--- config.mk ---
export PLATFORM = sky130hd
export DESIGN_NAME = nw_mod_counter
export DESIGN_NICKNAME = d
export VERILOG_FILES = /design/src/rtl/nw_mod_counter.sv
export SDC_FILE = /design/constraint.sdc
export NUM_CORES = 1
export LEC_CHECK = 0
export BUFFER_PORTS_ARGS = -buffer_cell sky130_fd_sc_hd__buf_2
export CORE_AREA = 2 2 39 41
export CTS_BUF_LIST = sky130_fd_sc_hd__clkbuf_2 sky130_fd_sc_hd__clkbuf_4 sky130_fd_sc_hd__clkbuf_8
export DETAILED_ROUTE_END_ITERATION = 16
export DIE_AREA = 0 0 41 43
export PLACE_DENSITY = 0.48
export SETUP_SLACK_MARGIN = 0.15
export SLEW_MARGIN = 20
export SYNTH_ARGS = -nofsm -noshare
export SYNTH_HDL_FRONTEND = slang
export SYNTH_SLANG_ARGS = --single-unit
--- constraint.sdc ---
create_clock -name clk -period 2.8 [get_ports clk]
set_clock_uncertainty 0.15 [all_clocks]
set_input_delay 0.14 -clock clk [delete_from_list [all_inputs] [get_ports clk]]
set_output_delay 0.14 -clock clk [all_outputs]
set_load 0.02 [all_outputs]
--- src/rtl/nw_mod_counter.sv ---
// Modulo-(MAX+1) event counter with terminal-count flag, wrap pulse, sticky done and epoch count.
// Optional synchronous load (ld/ld_val) is built only when NW_CNT_LOAD_EN is defined.
module nw_mod_counter #(
    parameter int WIDTH    = 2,
    parameter int MAX      = 2,
    parameter int SATURATE = 0,
    parameter int EPOCH_W  = 4
) (
    input  logic               clk,
    input  logic               rst,
    input  logic               clr,
    input  logic               en,
`ifdef NW_CNT_LOAD_EN
    input  logic               ld,
    input  logic [WIDTH-1:0]   ld_val,
`endif
    output logic [WIDTH-1:0]   count,
    output logic               tc,
    output logic               wrap_p,
    output logic               done,
    output logic [EPOCH_W-1:0] epoch
);

    localparam logic [WIDTH-1:0] MAX_V = WIDTH'(MAX);

    generate
        if (MAX < 1 || MAX >= (1 << WIDTH)) begin : g_bad_cfg
            $error("nw_mod_counter: MAX must satisfy 1 <= MAX < 2**WIDTH");
        end
    endgenerate

    logic [WIDTH-1:0]   nxt_count;
    logic               nxt_wrap;
    logic [EPOCH_W-1:0] nxt_epoch;

    // Edge priority: clr, then load, then enable, otherwise hold.
    always_comb begin
        nxt_count = count;
        nxt_wrap  = 1'b0;
        nxt_epoch = epoch;
        if (clr) begin
            nxt_count = '0;
            nxt_epoch = '0;
        end
`ifdef NW_CNT_LOAD_EN
        else if (ld) begin
            nxt_count = (ld_val > MAX_V) ? MAX_V : ld_val;
        end
`endif
        else if (en) begin
            if (count == MAX_V) begin
                if (SATURATE == 0) begin
                    nxt_count = '0;
                    nxt_wrap  = 1'b1;
                    nxt_epoch = epoch + 1'b1;
                end
            end else begin
                nxt_count = count + 1'b1;
            end
        end
    end

    always_ff @(posedge clk or posedge rst) begin
        if (rst) begin
            count  <= '0;
            wrap_p <= 1'b0;
            done   <= 1'b0;
            epoch  <= '0;
        end else begin
            count  <= nxt_count;
            wrap_p <= nxt_wrap;
            epoch  <= nxt_epoch;
            // Sticky until clr; a clear always lands on 0, which is never MAX.
            done   <= !clr && (done || (nxt_count == MAX_V));
        end
    end

    assign tc = (count == MAX_V);

endmodule
==> results.yml <==
setup_path:
  cp.arrival_ns: 1.12
  crit_type: "reg2out"
  crit_required_ns: 2.51
  end_kind: "output port"
  path_max_fanout: 7
  r2r_slack_ns: 1.44
  start_kind: "register"
cells_and_area:
  syn2layout_area_growth_pct: 29.8
  diodes: 0
  multiInputGateArea_sq_um: 154
  drive_gt1_frac: 0.327
  utilization: 0.343
  final_nets: 56
  fin_cells: 65
  seqCellArea_sq_um: 200
  fillers: 146
timing:
  setup_violations: 0
  setup-tns-final_ns: 0
  fmax_mhz: 708
  tightest_slew_ns: 0.313
  hold_viol_final: 0
  layout_min_cycle_time_ns: 1.41
  finalMaxSlewViolations: 0
  post-route-period-util: 0.504
  rsz0062_at_grt: "false"
  holdWs_ns: 0.00515
  slew_headroom: 0.791
placed_design:
  port_buffers: 12
  dp_cells: 61
  gp_congestion: 0.640
  dp_hpwl_um: 540
drt:
  firstDrtPassIters: 4
  wire_per_inst_um: 11.2
  via_per_inst: 4.72
  drcViolationCount: 0
  num_vias: 307
  drt_iter0_drc: 7
  wirelength_um: 725
  ant_nets: 0
logic_synthesis:
  syn_inst: 34
  synth_top_area_frac: 0.548
  yosys_most_used_dff: "dfrtp_1"
  ys_warn_count: 0
  muxShareOfSynthArea: 0.0274
  ys_async_sr_fraction: 1.00
  synth_xor_area_frac: 0.0479
  synth_compound_gate_area_share: 0.0822
  syn_avg_cell_area_sq_um: 10.7
  syn_area_sq_um: 365
  yosysTopAreaCell: "dfrtp_1"
  synth_top_family_by_area: "simple AND/OR/NAND/NOR gates"
  synthAdderAreaFrac: 0.0342
  synth_seq_cells: 8
  ys_types: 17
  ys_seq_area_frac: 0.548
  synth-edff-count: 0
  yosys-top-cells-area: "dfrtp_1, a21oi_1, nand3b_4, nor2_1, xor2_1"
  yosys.area_share.simple: 0.229
  syn-num-nets: 39
power_and_ir_drop:
  pwr-share-seq: 0.519
  swShare: 0.248
  power_leakage_nw: 0.273
  power.density_nw_per_um2: 501
  p_clk_frac: 0.371
  vdd.ir_drop.worst_uv: 194
  power_frac_comb: 0.110
  internal_power_mw: 0.178
  power_switching_mw: 0.0590
  power_mw: 0.237
global_routing:
  met2_usage: 0.138
  grt_pass1_vias: 297
  grt_pass1_wl_um: 1280
  busiest_layer: "met1"
  antenna_found_initial: 0
  grt_max_degree: 9
  met3_usage: 0.0524
  grt_usage: 0.116
  overflow: 0
  met1_usage: 0.150
clock_network:
  hold_buffers: 1
  worstSkewPairLatency_ns: 0.25
  clock-root-buffer: "clkbuf_4"
  cts_setup_buffers: 0
  clk_pin_slew_ns: 0.05
  ctsResizeCount: 0
  cts_buffers: 3
  cts_tree: "done"
  htree_levels: 1
  cts_sinks: 8
  clockBufferDepth: 2
die:
  die_x_um: 41
  dieArea_sq_um: 1760
  initial_core_util: 0.264
  ios: 13
  core_area_sq_um: 1380
  dieHeight_um: 43
  num_rows: 14
run:
  maxCapViolations: 0
min_path:
  hp-class: "in2reg"
run_status:
  status: "completed"
## layout by cell type (no fill, tap or decap), types with 2 or more instances in the layout
cell,n
xor2_1,2
clkbuf_4,3
buf_2,12
a21oi_1,5
nor2_1,5
inv_1,2
dfrtp_1,8
## cell families (layout without fill, tap and decap cells)
logic type,count (synthesis),after routing
AOI/OAI and AO/OA,6,6
xor gates and xnor gates,2,2
adders and majority gates,1,1
buffers and inverters,3,18
DFF,8,8
muxes,1,1
and+or+nand+nor,13,13
## power by group through the flow
stage / clock, mW / sequential (mW) / combinational, mW
finish: 0.0882 / 0.123 / 0.0261
global route: 0.100 / 0.124 / 0.0295
CTS: 0.0927 / 0.123 / 0.0266
detailed placement: 0 / 0.125 / 0.0255
global placement: 0 / 0.125 / 0.0257
floorplan: 0 / 0.129 / 0.0122
## synthesized netlist by cell type (all sizes together), types with 2 or more instances
cell type and n:
a21oi 5, dfrtp 8, inv 2, nand3b 2
nor2 5, xor2 2
## per-stage QoR
| stage | setup WS [ns] | cell area (sq um) |
|---|---|---|
| global route | 1.31 | 474 |
| finish | 1.39 | 474 |
| detailed placement | 1.43 | 442 |
| CTS | 1.38 | 474 |
| global placement | 1.48 | 442 |
| floorplan | 1.36 | 365 |
## critical path: stages, from the launching register on
cell and delay [ns]:
dfrtp_1 0.47, nor2b_1 0.21, buf_2 0.19
## path summary, 6_finish.rpt
path,from,to,cells after the start
worst max-delay path,count[1],tc,2
worst min-delay path,clr,epoch[3],2
worst max register to register,count[0],epoch[3],3
worst min register to register,done,done,2
max in group asynchronous,rst,epoch[2],3
min in group asynchronous,rst,epoch[3],3
## sequential cells by signal (all words and copies together), names as in the netlist
signal / count
count: 2
done: 1
epoch: 4
wrap_p: 1
## metal layers
layer  up-vias  part of all wire
met5         -                 0
met4         0            0.0083
met3         2             0.088
met2        10              0.44
met1       147              0.46
li1        148                 -
## final cells by class
type,instances,share of cell area
repair buffers,13,0.148
multi-input cells,23,0.325
flip-flops and latches,8,0.422
inverters,2,0.0158
well taps,16,0.0422
clock buffers,3,0.0475
Power figures use the tool's default switching activity.
